**src/rtl/block_serial_subtractor_if.sv**
```systemverilog
// Operand/result handshake bundle for the block-serial subtractor.
// The upstream/downstream side uses the master modport and the subtractor uses the slave modport.
interface block_serial_subtractor_if #(
    parameter int N = 8
) ();
    logic         in_valid;
    logic         in_ready;
    logic [N-1:0] a;
    logic [N-1:0] b;
    logic         bin;
    logic         out_valid;
    logic         out_ready;
    logic [N-1:0] diff;
    logic         bout;
    logic         ovf;

    modport master (
        output in_valid, a, b, bin, out_ready,
        input  in_ready, out_valid, diff, bout, ovf
    );

    modport slave (
        input  in_valid, a, b, bin, out_ready,
        output in_ready, out_valid, diff, bout, ovf
    );
endinterface

```
**src/rtl/block_serial_subtractor.sv**
```systemverilog
// Multi-cycle subtractor computing a - b - bin one BLOCK_SIZE-bit block per clock, LSB first.
// The borrow between blocks is carried in a register, and the result is held until the consumer takes it.
module block_serial_subtractor #(
    parameter int N          = 8,
    parameter int BLOCK_SIZE = 4
) (
    input  logic                        clk,
    input  logic                        rst_n,
    block_serial_subtractor_if.slave    bus
);
    localparam int NUM_BLOCKS = (N + BLOCK_SIZE - 1) / BLOCK_SIZE;
    localparam int W          = NUM_BLOCKS * BLOCK_SIZE;
    localparam int IDX_W      = (NUM_BLOCKS > 1) ? $clog2(NUM_BLOCKS) : 1;

    typedef enum logic [1:0] {IDLE, RUN, DONE} state_t;

    state_t                  state_q;
    logic [W-1:0]            a_q, b_q, acc_q;
    logic                    borrow_q;
    logic [IDX_W-1:0]        idx_q;
    logic [N-1:0]            diff_q;
    logic                    bout_q, ovf_q;
    logic                    in_ready_q, out_valid_q;

    logic [W-1:0]            a_ext, b_ext, acc_d;
    logic [BLOCK_SIZE-1:0]   a_blk, b_blk;
    logic [BLOCK_SIZE:0]     blk_diff;
    logic                    last_blk;
    int                      ofs;

    // Zero-extended operands make the top block uniform; its extra bits never reach diff.
    always_comb begin
        a_ext    = W'(bus.a);
        b_ext    = W'(bus.b);
        ofs      = int'(idx_q) * BLOCK_SIZE;
        a_blk    = a_q[ofs +: BLOCK_SIZE];
        b_blk    = b_q[ofs +: BLOCK_SIZE];
        blk_diff = {1'b0, a_blk} - {1'b0, b_blk} - (BLOCK_SIZE + 1)'(borrow_q);
        acc_d    = acc_q;
        acc_d[ofs +: BLOCK_SIZE] = blk_diff[BLOCK_SIZE-1:0];
        last_blk = (idx_q == IDX_W'(NUM_BLOCKS - 1));
    end

    always_ff @(posedge clk or negedge rst_n) begin
        if (!rst_n) begin
            state_q     <= IDLE;
            a_q         <= '0;
            b_q         <= '0;
            acc_q       <= '0;
            borrow_q    <= 1'b0;
            idx_q       <= '0;
            diff_q      <= '0;
            bout_q      <= 1'b0;
            ovf_q       <= 1'b0;
            in_ready_q  <= 1'b1;
            out_valid_q <= 1'b0;
        end else begin
            case (state_q)
                IDLE: begin
                    if (bus.in_valid && in_ready_q) begin
                        a_q        <= a_ext;
                        b_q        <= b_ext;
                        borrow_q   <= bus.bin;
                        idx_q      <= '0;
                        in_ready_q <= 1'b0;
                        state_q    <= RUN;
                    end
                end
                RUN: begin
                    acc_q    <= acc_d;
                    borrow_q <= blk_diff[BLOCK_SIZE];
                    if (last_blk) begin
                        // Borrow out of the padded top bit equals the borrow out of bit N-1.
                        diff_q      <= acc_d[N-1:0];
                        bout_q      <= blk_diff[BLOCK_SIZE];
                        ovf_q       <= (a_q[N-1] ^ b_q[N-1]) & (a_q[N-1] ^ acc_d[N-1]);
                        out_valid_q <= 1'b1;
                        state_q     <= DONE;
                    end else begin
                        idx_q <= idx_q + 1'b1;
                    end
                end
                DONE: begin
                    if (out_valid_q && bus.out_ready) begin
                        out_valid_q <= 1'b0;
                        in_ready_q  <= 1'b1;
                        state_q     <= IDLE;
                    end
                end
                default: begin
                    state_q     <= IDLE;
                    in_ready_q  <= 1'b1;
                    out_valid_q <= 1'b0;
                end
            endcase
        end
    end

    assign bus.in_ready  = in_ready_q;
    assign bus.out_valid = out_valid_q;
    assign bus.diff      = diff_q;
    assign bus.bout      = bout_q;
    assign bus.ovf       = ovf_q;
endmodule

```
**src/flat_wrapper.sv**
```systemverilog
// flat-port wrapper written by rule: the top's interface ports become plain ports
module block_serial_subtractor_flat 
#(
    parameter int N          = 8,
    parameter int BLOCK_SIZE = 4
)
  (clk, rst_n, bus_in_valid, bus_a, bus_b, bus_bin, bus_out_ready, bus_in_ready, bus_out_valid, bus_diff, bus_bout, bus_ovf);
  block_serial_subtractor_if #(.N(N)) bus_i ();
  input  logic clk;
  input  logic rst_n;
  input wire logic [$bits(bus_i.in_valid)-1:0] bus_in_valid;
  input wire logic [$bits(bus_i.a)-1:0] bus_a;
  input wire logic [$bits(bus_i.b)-1:0] bus_b;
  input wire logic [$bits(bus_i.bin)-1:0] bus_bin;
  input wire logic [$bits(bus_i.out_ready)-1:0] bus_out_ready;
  output wire logic [$bits(bus_i.in_ready)-1:0] bus_in_ready;
  output wire logic [$bits(bus_i.out_valid)-1:0] bus_out_valid;
  output wire logic [$bits(bus_i.diff)-1:0] bus_diff;
  output wire logic [$bits(bus_i.bout)-1:0] bus_bout;
  output wire logic [$bits(bus_i.ovf)-1:0] bus_ovf;
  assign bus_i.in_valid = bus_in_valid;
  assign bus_i.a = bus_a;
  assign bus_i.b = bus_b;
  assign bus_i.bin = bus_bin;
  assign bus_i.out_ready = bus_out_ready;
  assign bus_in_ready = bus_i.in_ready;
  assign bus_out_valid = bus_i.out_valid;
  assign bus_diff = bus_i.diff;
  assign bus_bout = bus_i.bout;
  assign bus_ovf = bus_i.ovf;
  block_serial_subtractor #(.N(N), .BLOCK_SIZE(BLOCK_SIZE)) u_core (.clk(clk), .rst_n(rst_n), .bus(bus_i));
endmodule
```
**config.mk**
```make
export PLATFORM = sky130hd
export DESIGN_NAME = block_serial_subtractor_flat
export DESIGN_NICKNAME = d
export VERILOG_FILES = /design/src/rtl/block_serial_subtractor_if.sv /design/src/rtl/block_serial_subtractor.sv /design/src/flat_wrapper.sv
export SDC_FILE = /design/constraint.sdc
export NUM_CORES = 1
export LEC_CHECK = 0
export BUFFER_PORTS_ARGS = -buffer_cell sky130_fd_sc_hd__buf_2
export CAP_MARGIN = 20
export CORE_MARGIN = 1.5
export CORE_UTILIZATION = 40
export DETAILED_ROUTE_END_ITERATION = 6
export GPL_ROUTABILITY_DRIVEN = 0
export HOLD_SLACK_MARGIN = 0.02
export PLACE_DENSITY_LB_ADDON = 0.15
export SYNTH_ARGS = -nofsm -noshare
export SYNTH_HDL_FRONTEND = slang
export SYNTH_SLANG_ARGS = --single-unit
```
**constraint.sdc**
```tcl
create_clock -name clk -period 2.8 [get_ports clk]
set_clock_uncertainty 0.15 [all_clocks]
set_input_delay 0.56 -clock clk [delete_from_list [all_inputs] [get_ports clk]]
set_output_delay 0.56 -clock clk [all_outputs]
set_load 0.005 [all_outputs]
```
==> out/results.txt <==
Status: finished, final reports clean
Cell row count: 23
Post-synth EDFFs: 0
CP endpoint kind: flop
Final total power: 2.253 mW
Seq/Total Area, Yosys: 54.62%
Total GRT Usage: 15.26%
Synthesized area: 1652 sq um
Post-DR wirelength/cell: 13.88 um
Number of top-level pins: 33
Period utilization: 94.00%
Htree depth: 2
Power per cell area: 1140 nW/um^2
Initial antenna violation count: 0
Die Ht: 67.26 um
Synth Instances: 130
Final Instance Area: 1977 sq um
Clock tree buffer depth: 2
Antenna-violating nets left: 0
Flop pwr share: 36.8%
Synth top area share: 53.03%
# setup viols final: 0
Leakage: 0.9905 nW
Core area: 3971 sq um
Clk slew on worst S/H paths: 0.08 ns
Comb power frac: 43.4%
Crit start category: flop
Crit path DAT: 2.71 ns
Fraction of final layout cells sized beyond drive strength 1: 44.31%
Synthesized net count: 157
Achievable Freq: 0.3799 GHz
Setup WS pre-CTS: 0.06966 ns
Clk Tree Root Cell: clkbuf_8
CP peak stage delay: 0.41 ns
Top-count cell post-synth: dfrtp_1
Starting Density: 41.59%
Antenna diodes: 0
Sw power: 774.7 uW
Slew margin rel.: 44.89%
Synth cell types: 26
Vias in the first global route: 1075
# fillers: 384
Yosys warns: 0
Cell taking the most area after synthesis: dfrtp_1
Post-Route WL: 3011 um
Drt pass-1 iters: 2
Top post-synthesis cells by count: dfrtp_1 (35), mux2_2 (28), a21oi_1 (8)
Global-route wire length before repair: 4981 um
Vias per Instance: 4.931
CTS Hold Bufs: 0
Kind of critical path: reg2reg
Hold Crit Class: in2async
Final Max Tran Viols: 0
Sw Ratio: 34.38%
Initial DRC count: 52
HPWL after detailed placement: 2201 um
TNS Setup: 0 ns
Placed insts: 209
Power Internal: 1.479 mW
Tmin final: 2.632 ns
CP cell instances: mux2_2 > fa_2 > ha_1 > and2_1 > or3_1 > a2111oi_0 > nand3b_1
Largest net degree at the start of global routing: 37
Syn Area/Cell: 12.70 sq um
Syn-to-layout area delta: 19.70%
NumNets Final: 193
Port bufs: 32
Slowest-stage cell, CP: dfrtp_2
DRC Markers: 0
Horiz. Die Dim: 67.26 um
Data required time of the worst path: 2.88 ns
Non-Filler Instances: 217
Area post-placement: 1866 sq um
RSZ-0062 raised after global routing: no
Peak VDD IR: 0.4753 mV
Synth top area cells: dfrtp_1 (53%), mux2_2 (19%), ha_1 (3.0%), mux2i_1 (3.0%), a21oi_1 (2.4%)
CTS tree: built
Crit path buffers/inverters: 0
Ys async rst share: 100.0%
Synth Flop Type: dfrtp_1
Worst Path Max Fanout: 5
Grt ovf: 0
CP delay by family, top: adder cells
Worst-Skew Late Latency: 0.29 ns
TritonCTS buffer count: 5
Fin. Hold Viols: 0
Clock power share: 19.8%
Slew @ Worst Pin: 0.8266 ns
Post-synthesis register bit count: 36
Die footprint: 4523 sq um
Clock sink count: 36
# Max-Cap Violations: 0
Setup ws final: 0.1679 ns
Vias: 1070
## path summary, 6_finish.rpt
check / slack, ns / startpoint / to / cells after the start
worst min register to register: 0.34 / u_core.bus.in_ready$_DFFE_PN1P_ / u_core.bus.in_ready$_DFFE_PN1P_ / 2
worst min-delay path: 0.21 / rst_n / u_core.bus.out_valid$_DFFE_PN0P_ / 1
worst max-delay path: 0.17 / u_core.idx_q$_DFFE_PN0P_ / u_core.bus.ovf$_DFFE_PN0P_ / 7
min in group clk: 0.32 / bus_a[7] / u_core.a_q[7]$_DFFE_PN0P_ / 3
worst max register to register: 0.17 / u_core.idx_q$_DFFE_PN0P_ / u_core.bus.ovf$_DFFE_PN0P_ / 7
max in group asynchronous: 1.70 / rst_n / u_core.idx_q$_DFFE_PN0P_ / 1
## cell families (layout without fill, tap and decap cells)
logic type               Yosys count  count (layout)  synth area share, %
flip-flops                        36              36                54.62
buffers and inverters             12              49                3.030
AO/OA/AOI/OAI                     17              17                5.530
multiplexers                      33              33                22.12
adder cells (fa/ha/maj)            6               6                5.455
XOR/XNOR                           3               3                1.591
AND/OR/NAND/NOR                   23              23                7.652
## layout by cell type (no fill, tap or decap), types with 2 or more instances in the layout
cell,n
inv_1,7
xor2_1,2
nor2_1,4
nand2_1,7
o21ai_0,7
clkbuf_8,5
nand3b_1,2
buf_4,2
ha_1,4
mux2_2,28
nand2b_1,3
buf_2,32
a21oi_1,8
dfrtp_1,34
mux2i_1,5
## layer usage
layer / part of all wire (%) / vias to the layer above / global-route usage (%)
met5: 0 / - / 0
met3: 5.0 / 9 / 5.667
li1: - / 523 / -
met2: 48 / 26 / 24.38
met1: 44 / 512 / 18.24
met4: 2.9 / 0 / 7.143
## metrics by stage
stage | utilization (%) | hold slack [ns]
floorplan | - | 0.1144
global placement | 46.98 | 0.3063
detailed placement | 46.98 | 0.3237
CTS | 49.68 | 0.2387
global route | 49.78 | 0.2649
finish | 49.78 | 0.2108
## flip-flops by register name, indices dropped and copies added (netlist names)
signal,count
u_core.bus.in_ready,1
u_core.acc_q,4
u_core.bus.ovf,1
u_core.bus.diff,8
u_core.borrow_q,1
u_core.a_q,8
u_core.state_q,2
u_core.bus.bout,1
u_core.bus.out_valid,1
u_core.b_q,8
u_core.idx_q,1
## power groups by stage
| stage | clock network, mW | registers (mW) | logic, mW |
|---|---|---|---|
| global placement | 0 | 0.834 | 0.949 |
| CTS | 0.457 | 0.831 | 0.993 |
| floorplan | 0 | 0.812 | 0.712 |
| finish | 0.446 | 0.830 | 0.978 |
| detailed placement | 0 | 0.841 | 0.982 |
| global route | 0.475 | 0.857 | 1.11 |
## what timing repair did
item,in CTS,in global routing
setup buffers,0,0
resized for setup,0,2
endpoints found under the setup margin,0,1
## layout make-up
cell class | count | area (sq um) | share of cell area (%)
clock buffer | 6 | 72.57 | 3.671
clock inverter | 2 | 35.03 | 1.772
inverter | 7 | 26.28 | 1.329
multi-input combinational | 82 | 701.9 | 35.51
sequential | 36 | 903.4 | 45.70
tap | 50 | 62.56 | 3.165
timing repair buffer | 34 | 175.2 | 8.861
Power figures use the tool's default switching activity.
